`config.mk`:
```
export PLATFORM = sky130hd
export DESIGN_NAME = regfile_write_arbiter
export DESIGN_NICKNAME = d
export VERILOG_FILES = /design/src/rtl/regfile_write_arbiter_pkg.sv /design/src/rtl/regfile_write_arbiter_rr_arbiter2.sv /design/src/rtl/regfile_write_arbiter.sv
export SDC_FILE = /design/constraint.sdc
export NUM_CORES = 1
export LEC_CHECK = 0
export BUFFER_PORTS_ARGS = -buffer_cell sky130_fd_sc_hd__buf_4
export CORE_ASPECT_RATIO = 0.9
export CORE_MARGIN = 1.5
export CORE_UTILIZATION = 35
export CTS_CLUSTER_DIAMETER = 200
export CTS_CLUSTER_SIZE = 14
export DETAILED_ROUTE_END_ITERATION = 6
export GPL_ROUTABILITY_DRIVEN = 0
export PLACE_DENSITY = 0.65
export RECOVER_POWER = 50
export SLEW_MARGIN = 20
export SYNTH_ARGS = -nofsm -noshare
export SYNTH_HDL_FRONTEND = slang
export SYNTH_SLANG_ARGS = --single-unit
```
`constraint.sdc`:
```
create_clock -name CLK -period 1.65 [get_ports CLK]
set_input_delay 0.0825 -clock CLK [delete_from_list [all_inputs] [get_ports CLK]]
set_output_delay 0.0825 -clock CLK [all_outputs]
set_load 0.01 [all_outputs]
```
`src/rtl/regfile_write_arbiter_pkg.sv`:
```
// ---------------------------------------------------------------------------
// regfile_write_arbiter_pkg
// Shared definitions for the register-file write arbiter:
//   - default widths / entry count
//   - FSM state encoding (ST_CLEAR, ST_RUN)
//   - requester source IDs used by the round-robin arbiter (SRC_ALU, SRC_MEM)
// ---------------------------------------------------------------------------
package regfile_write_arbiter_pkg;

  localparam int unsigned DEF_DATA_W   = 32;
  localparam int unsigned DEF_ADDR_W   = 5;
  localparam int unsigned DEF_NUM_REGS = 32;

  // Controller state: CLEAR walks every entry writing zero, RUN serves requesters
  typedef enum logic {
    ST_CLEAR = 1'b0,
    ST_RUN   = 1'b1
  } arbState_e;

  // Source IDs double as bit positions in the arbiter request/grant vectors
  localparam logic SRC_ALU = 1'b0;
  localparam logic SRC_MEM = 1'b1;

  // One-hot grant vector to the source ID it selects (MEM when bit 1 is set)
  function automatic logic grantToSrc(input logic [1:0] gnt);
    return gnt[1];
  endfunction

endpackage

```
`src/rtl/regfile_write_arbiter_rr_arbiter2.sv`:
```
// ---------------------------------------------------------------------------
// rr_arbiter2
// Two-way round-robin grant, purely combinational.
// Ports:
//   req  in  [1:0]  request vector (bit 0 = ALU, bit 1 = MEM)
//   last in  1      source that won the most recent grant
//   en   in  1      grant enable; when low no grant is issued
//   gnt  out [1:0]  one-hot grant, or zero
// ---------------------------------------------------------------------------
module rr_arbiter2 (
  input  logic [1:0] req,
  input  logic       last,
  input  logic       en,
  output logic [1:0] gnt
);

  // On contention the source that did not win last time gets the port
  always_comb begin
    gnt = 2'b00;
    if (en) begin
      if (req == 2'b11) begin
        gnt = last ? 2'b01 : 2'b10;
      end else begin
        gnt = req;
      end
    end
  end

endmodule

```
`src/rtl/regfile_write_arbiter.sv`:
```
// ---------------------------------------------------------------------------
// regfile_write_arbiter
// Owns the single write port of the register file and shares it between the
// ALU and MEM writeback requesters (valid/ready, round-robin). After reset or
// on clear_req it zeroes every entry, one per cycle.
// Ports:
//   CLK, MasterReset            clock, synchronous active-high reset
//   alu_valid/addr/data, alu_ready   ALU writeback handshake
//   mem_valid/addr/data, mem_ready   MEM writeback handshake
//   clear_req                   level request for a full clear
//   clear_busy                  high while the clear sequence runs
//   RegWrite/writeReg/writeData registered register-file write port
// ---------------------------------------------------------------------------
module regfile_write_arbiter
  import regfile_write_arbiter_pkg::*;
#(
  parameter int unsigned DATA_W   = DEF_DATA_W,
  parameter int unsigned ADDR_W   = DEF_ADDR_W,
  parameter int unsigned NUM_REGS = DEF_NUM_REGS
) (
  input  logic              CLK,
  input  logic              MasterReset,
  input  logic              alu_valid,
  input  logic [ADDR_W-1:0] alu_addr,
  input  logic [DATA_W-1:0] alu_data,
  output logic              alu_ready,
  input  logic              mem_valid,
  input  logic [ADDR_W-1:0] mem_addr,
  input  logic [DATA_W-1:0] mem_data,
  output logic              mem_ready,
  input  logic              clear_req,
  output logic              clear_busy,
  output logic              RegWrite,
  output logic [ADDR_W-1:0] writeReg,
  output logic [DATA_W-1:0] writeData
);

  localparam logic [ADDR_W-1:0] LAST_PTR = ADDR_W'(NUM_REGS - 1);

  arbState_e         state;
  arbState_e         nextState;
  logic [ADDR_W-1:0] clrPtr;
  logic [ADDR_W-1:0] nextClrPtr;
  logic              rrLast;
  logic              nextRrLast;
  logic              nextRegWrite;
  logic [ADDR_W-1:0] nextWriteReg;
  logic [DATA_W-1:0] nextWriteData;
  logic              arbEn;
  logic [1:0]        gnt;
  logic              winSrc;

  // Grants only in RUN, and a pending clear blocks every grant
  assign arbEn = (state == ST_RUN) && !clear_req;

  rr_arbiter2 uArb (
    .req  ({mem_valid, alu_valid}),
    .last (rrLast),
    .en   (arbEn),
    .gnt  (gnt)
  );

  assign alu_ready = gnt[SRC_ALU];
  assign mem_ready = gnt[SRC_MEM];
  assign winSrc    = grantToSrc(gnt);

  // Next-state and next write-port values
  always_comb begin
    nextState     = state;
    nextClrPtr    = clrPtr;
    nextRrLast    = rrLast;
    nextRegWrite  = 1'b0;
    nextWriteReg  = writeReg;
    nextWriteData = writeData;

    case (state)
      ST_CLEAR: begin
        nextRegWrite  = 1'b1;
        nextWriteReg  = clrPtr;
        nextWriteData = '0;
        nextClrPtr    = clrPtr + ADDR_W'(1);
        if (clrPtr == LAST_PTR) begin
          nextState  = ST_RUN;
          nextClrPtr = '0;
        end
      end
      ST_RUN: begin
        if (clear_req) begin
          nextState  = ST_CLEAR;
          nextClrPtr = '0;
        end else if (gnt != 2'b00) begin
          nextWriteReg  = (winSrc == SRC_MEM) ? mem_addr : alu_addr;
          nextWriteData = (winSrc == SRC_MEM) ? mem_data : alu_data;
          // r0 is hardwired zero: consume the request but suppress the write
          nextRegWrite  = (nextWriteReg != '0);
          nextRrLast    = winSrc;
        end
      end
      default: begin
        nextState  = ST_CLEAR;
        nextClrPtr = '0;
      end
    endcase
  end

  // State, pointers and registered write port
  always_ff @(posedge CLK) begin
    if (MasterReset) begin
      state      <= ST_CLEAR;
      clrPtr     <= '0;
      rrLast     <= SRC_MEM;
      RegWrite   <= 1'b0;
      writeReg   <= '0;
      writeData  <= '0;
      clear_busy <= 1'b1;
    end else begin
      state      <= nextState;
      clrPtr     <= nextClrPtr;
      rrLast     <= nextRrLast;
      RegWrite   <= nextRegWrite;
      writeReg   <= nextWriteReg;
      writeData  <= nextWriteData;
      clear_busy <= (nextState == ST_CLEAR);
    end
  end

endmodule
```
# == Word-level counts from Yosys, hierarchy flattened ==
# Index checks and enable logic that the tools add are counted.
# totals
reg_bits,46
latchBits,0
ramBits,0
rom_bits,0
inputBits,79
output_inout_bits,41
word_cells,42
mem_count,0
# op_classes
n_addsub,1
mul,0
div,0
magnitude_cmp,0
eq_ne,5
shifts,0
mux,20
bitwise,3
reduce_logical,6
# ops
cell,n
2-to-1 mux 32 bit,3
case mux 32 bit (2 select lines),1
2-to-1 mux 5 bit,5
case mux 5 bit (2 select lines),2
2-to-1 mux 2 bit,3
adder 5 x 1 -> 5 bit (second input constant),1
== test 5 bit (second input constant),1
nonzero test 5 bit,1
2-to-1 mux 1 bit,4
inequality test 2 bit (second input constant),2
case mux 1 bit (2 select lines),2
inverter 1 bit,3
AND reduction 3 bit,1
== test 2 bit (second input constant),1
inequality test 2 x 1 -> 1 bit (second input constant),1
AND reduction 2 bit,1
nonzero test 2 bit,1
logical AND 1 bit,1
zero test 1 bit,1

# == Depth between registers and ports, before layout ==
# logic_depth
ltp_word,8
depth_mapped,8
mapped_depth_nobuf,6

# == Modules after synthesis ==
# From an unflattened synthesis, not the netlist that was laid out.
# unflattened
cells_unflattened,303
hier_area_um2,2264.7
# modules_own_cells
mod,instances,cells_per_inst,area_per_inst_um2,seq_area_each_um2
regfile_write_arbiter,1,298,2243.4,920.9
rr_arbiter2,1,5,21.3,0.0

# == Worst setup path before layout ==
# No wires, ideal clock.
# synth_timing
path_kind,flip-flop to flip-flop
from,register clrPtr[0]
to,register clrPtr[3]
setup_ps,72
arrival_ps,1374
t_required_ps,1578
setup_slack_ps,204
path_stages_with_launch,7
path_buffers,0
synth_period_minus_slack_ps,1446
cell_sequence,dfxtp_1 -> ha_1 -> and3_1 -> ha_1 -> a311oi_1 -> o21ai_0 -> a21oi_1
# synth_via
elab_chain_cells,3
word_cells_on_any_way,4
classes_between,add/sub: 1; eq/ne: 1; mux: 2
# synth_lines
element,line_no,text
"start, declared",regfile_write_arbiter.sv:42,logic [ADDR_W-1:0] clrPtr;
"start signal, assigned",regfile_write_arbiter.sv:118,clrPtr <= nextClrPtr;
adder 5 x 1 -> 5 bit or == test 5 bit (tied branches),"regfile_write_arbiter.sv:81, regfile_write_arbiter.sv:82",
2-to-1 mux 5 bit (*),regfile_write_arbiter.sv:82,if (clrPtr == LAST_PTR) begin
case mux 5 bit (2 select lines) (*),regfile_write_arbiter.sv:76,case (state)
# Every way passes the cells marked *; elsewhere a longest branch is shown, timed or not.
# A chain may end at the register's enable or synchronous reset.

# == Worst setup path in the final report ==
# layout_timing
from,register rrLast
to,output mem_ready
# layout_via
elab_chain_cells,3
# layout_lines
element,line_no,text
"start, declared",regfile_write_arbiter.sv:44,logic rrLast;
"start signal, assigned",regfile_write_arbiter.sv:119,rrLast <= nextRrLast;
2-to-1 mux 2 bit,regfile_write_arbiter_rr_arbiter2.sv:22,gnt = last ? 2'b01 : 2'b10;
2-to-1 mux 2 bit,regfile_write_arbiter_rr_arbiter2.sv:21,if (req == 2'b11) begin
2-to-1 mux 2 bit,regfile_write_arbiter_rr_arbiter2.sv:20,if (en) begin
"end, declared",regfile_write_arbiter.sv:30,"output logic mem_ready,"
# No other way between the ends.

==> metrics.md <==
| Metric | Value |
|---|---|
| Status | finished, final reports clean |
| Max Transition Viols Final | 0 |
| Overall Power | 2090 uW |
| Clock-pin slew on the worst setup and hold paths | 0.08 ns |
| Worst path max stage delay | 0.34 ns |
| Seq pwr share | 54.2% |
| Sequential share of the synthesized area | 37.2% |
| Initial Utilization | 37.0% |
| Crit path kind | flip-flop to primary output |
| Synth Register Bits | 46 |
| Req. time, crit path | 1.57 ns |
| Clk network pwr share | 34.4% |
| VDD IR max | 309 uV |
| Hpwl dp | 5010 um |
| Worst Hold Class | primary input to flip-flop |
| CTS buffer count | 5 |
| Fmax | 0.640 GHz |
| H-tree Lvls | 2 |
| Number of I/O port buffers | 119 |
| Post-synthesis net count | 350 |
| DR iter-0 viols | 100 |
| Relative slew margins | 56.7% |
| Setup-failing EPs final | 0 |
| Synth top area share | 37.2% |
| Slowest stage cell on the critical path | dfxtp_1 |
| Sw frac | 23.2% |
| Top layer reached by signal wires | met4 |
| Drt drc | 0 |
| Max Cap Viol | 0 |
| Largest net degree at the start of global routing | 45 |
| WL met1 | 3340 um |
| Number of global-route vias before repair | 2,430 |
| Final hold viol count | 0 |
| Fillers | 714 |
| Most frequent cells in the layout | 90 x buf_4, 44 x dfxtp_1, 41 x a21oi_1, 40 x nor2_1, 40 x clkbuf_1 |
| Top-level I/O count | 120 |
| Drt pass-1 iters | 4 |
| Root Driver | clkbuf_8 |
| CP cell instances | a21bo_4, or2_4, bufinv_16, buf_4 |
| DR vias | 2,439 |
| Nets | 465 |
| Overflow after GRT | 0 |
| Initial antenna violation count | 0 |
| Worst Tran Pin Value | 0.650 ns |
| Routed length per instance | 15.3 um |
| Die Y | 82.8 um |
| Wire length on met2 | 3400 um |
| Core area | 6690 um2 |
| Site row count | 28 |
| Arrival @ worst endpoint | 1.48 ns |
| Critical Path Sink Type | primary output |
| Final min period | 1.56 ns |
| CTS tree | built |
| Proportion of layout cells with a drive suffix above 1 | 43.6% |
| Mapped Avg Cell Area | 9.20 um2 |
| Buffer depth of the longest clock path | 2 |
| Yosys warns | 0 |
| P_leak | 0.00137 uW |
| Critical path startpoint category | flip-flop |
| Comb power frac | 11.4% |
| Leading cell type in the layout, fill and taps excluded | buf_4 |
| Chip Width | 91.6 um |
| ANT cells | 0 |
| DIE AREA | 7590 um2 |
| Post-Syn Instances | 269 |
| Clk_skew | 0.00331 ns |
| Crit share post-route | 94.7% |
| EDFF count, synth | 0 |
| Placed cell count | 463 |
| Worst-path fanout max | 8 |
| WL met3 | 462 um |
| Ys flop type | dfxtp_1 |
| Vias per cell | 5.13 |
| Post-DRT Antenna Nets | 0 |
| RSZ-0062 raised after global routing | false |
| First-pass GRT wire length | 11,800 um |
| Routed wire length | 7240 um |
| Psw | 484 uW |
| Global Route Usage Sum | 19.7% |
| Clock tree sinks | 46 |
| Worst-Skew Late Latency | 0.29 ns |
| Top cells by area, synth | dfxtp_1 37%, nor4_2 14%, nor3_2 11%, a21oi_1 8.3%, nor2_1 6.2% |
| Final TNS setup | 0 ns |
| Synth unique cells | 33 |
| Pwr Density | 606 nW/um2 |
| # hold bufs at CTS | 0 |
| Syn-to-layout area delta | 39.2% |
| Asr flop ratio synth | 0% |
| Power Internal | 1600 uW |
| Cell Area, Synth | 2470 um2 |
| Non-Filler Instances | 475 |
| Synth area leader | dfxtp_1 |
-- per-layer routing --
layer  global-route usage (%)  up-vias
met4                     4.53        0
met5                        0        -
met3                     5.19        2
li1                         -     1201
met1                     25.8     1158
met2                     32.8       78
-- critical path: cells and delay by family (launching register included) --
kind / cells / cell delay, ns
buffers and inverters: 2 / 0.34
DFF: 1 / 0.34
AOI/OAI and AO/OA: 1 / 0.24
and+or+nand+nor: 1 / 0.27
-- through the flow --
step | cell area [um2] | utilization, % | hold slack (ns) | setup slack, ns
after CTS | 3590 | 53.6 | 0.0159 | 0.0468
final | 3450 | 51.5 | 0.0241 | 0.0877
after global routing | 3450 | 51.5 | 0.0220 | 0.00264
after floorplan | 2470 | - | 0.197 | 0.204
after global placement | 3430 | 51.3 | 0.339 | 0.0614
after detailed placement | 3430 | 51.3 | 0.330 | -0.00480
-- registers in the layout (all words and copies together) (netlist names) --
signal,flops
writeData,32
state,1
writeReg,5
clrPtr,5
rrLast,1
clear_busy,1
RegWrite,1
-- cells by family after synthesis --
logic type	count (synthesis)	synth area share, %
DFF	46	37.2
AOI/OAI and AO/OA	54	12.5
and+or+nand+nor	134	39.7
adders and majority gates	2	1.01
buffers and inverters	29	7.73
muxes	4	1.82
-- layout make-up --
cell class                      count  area, um2  area share [%]
Clock buffer                        7       86.3            2.51
Clock inverter                      1       5.00           0.145
Inverter                            4       41.3            1.20
Multi-Input combinational cell    194       1390            40.2
Sequential cell                    46        923            26.8
Tap cell                           90        113            3.27
Timing Repair Buffer              132        882            25.6
Timing Repair inverter              1       8.76           0.254
-- power by group through the flow --
stage / Clock [uW] / Combinational, uW / Sequential (uW)
after CTS: 749 / 244 / 1130
after detailed placement: 0 / 242 / 1160
final: 719 / 238 / 1130
after floorplan: 0 / 59.8 / 1160
after global placement: 0 / 242 / 1160
after global routing: 789 / 256 / 1130
-- Yosys cell counts, types with 2 or more instances --
library cell and instances:
inv_1 3, nor3_2 27, a21oi_1 41, buf_2 5
a311oi_1 2, nand2_1 9, ha_1 2, nor2b_1 2
buf_12 3, nand3b_1 3, o221ai_1 3, nor2_1 41
and3_1 2, mux2_2 4, buf_4 2, nor4_2 27
clkbuf_1 14, nor3_1 8, nor4_1 7, dfxtp_1 46
nand4b_1 2, nand2b_1 3, o21ai_0 3
-- path summary, 6_finish.rpt --
path	to	cells after the start	slack, ns	start
worst max-delay path	mem_ready	4	0.09	rrLast
worst min-delay path	writeReg[1]	3	0.02	mem_addr[1]
worst max register to register	writeData[3]	6	0.10	rrLast
worst min register to register	writeReg[3]	2	0.49	clrPtr[3]
-- what timing repair did --
action,in CTS,in global routing
gates resized for setup,3,3
gates cloned,1,0
buffers inserted,3,0
pin swaps,0,1
setup endpoints to repair,2,5
Power figures use the tool's default switching activity.
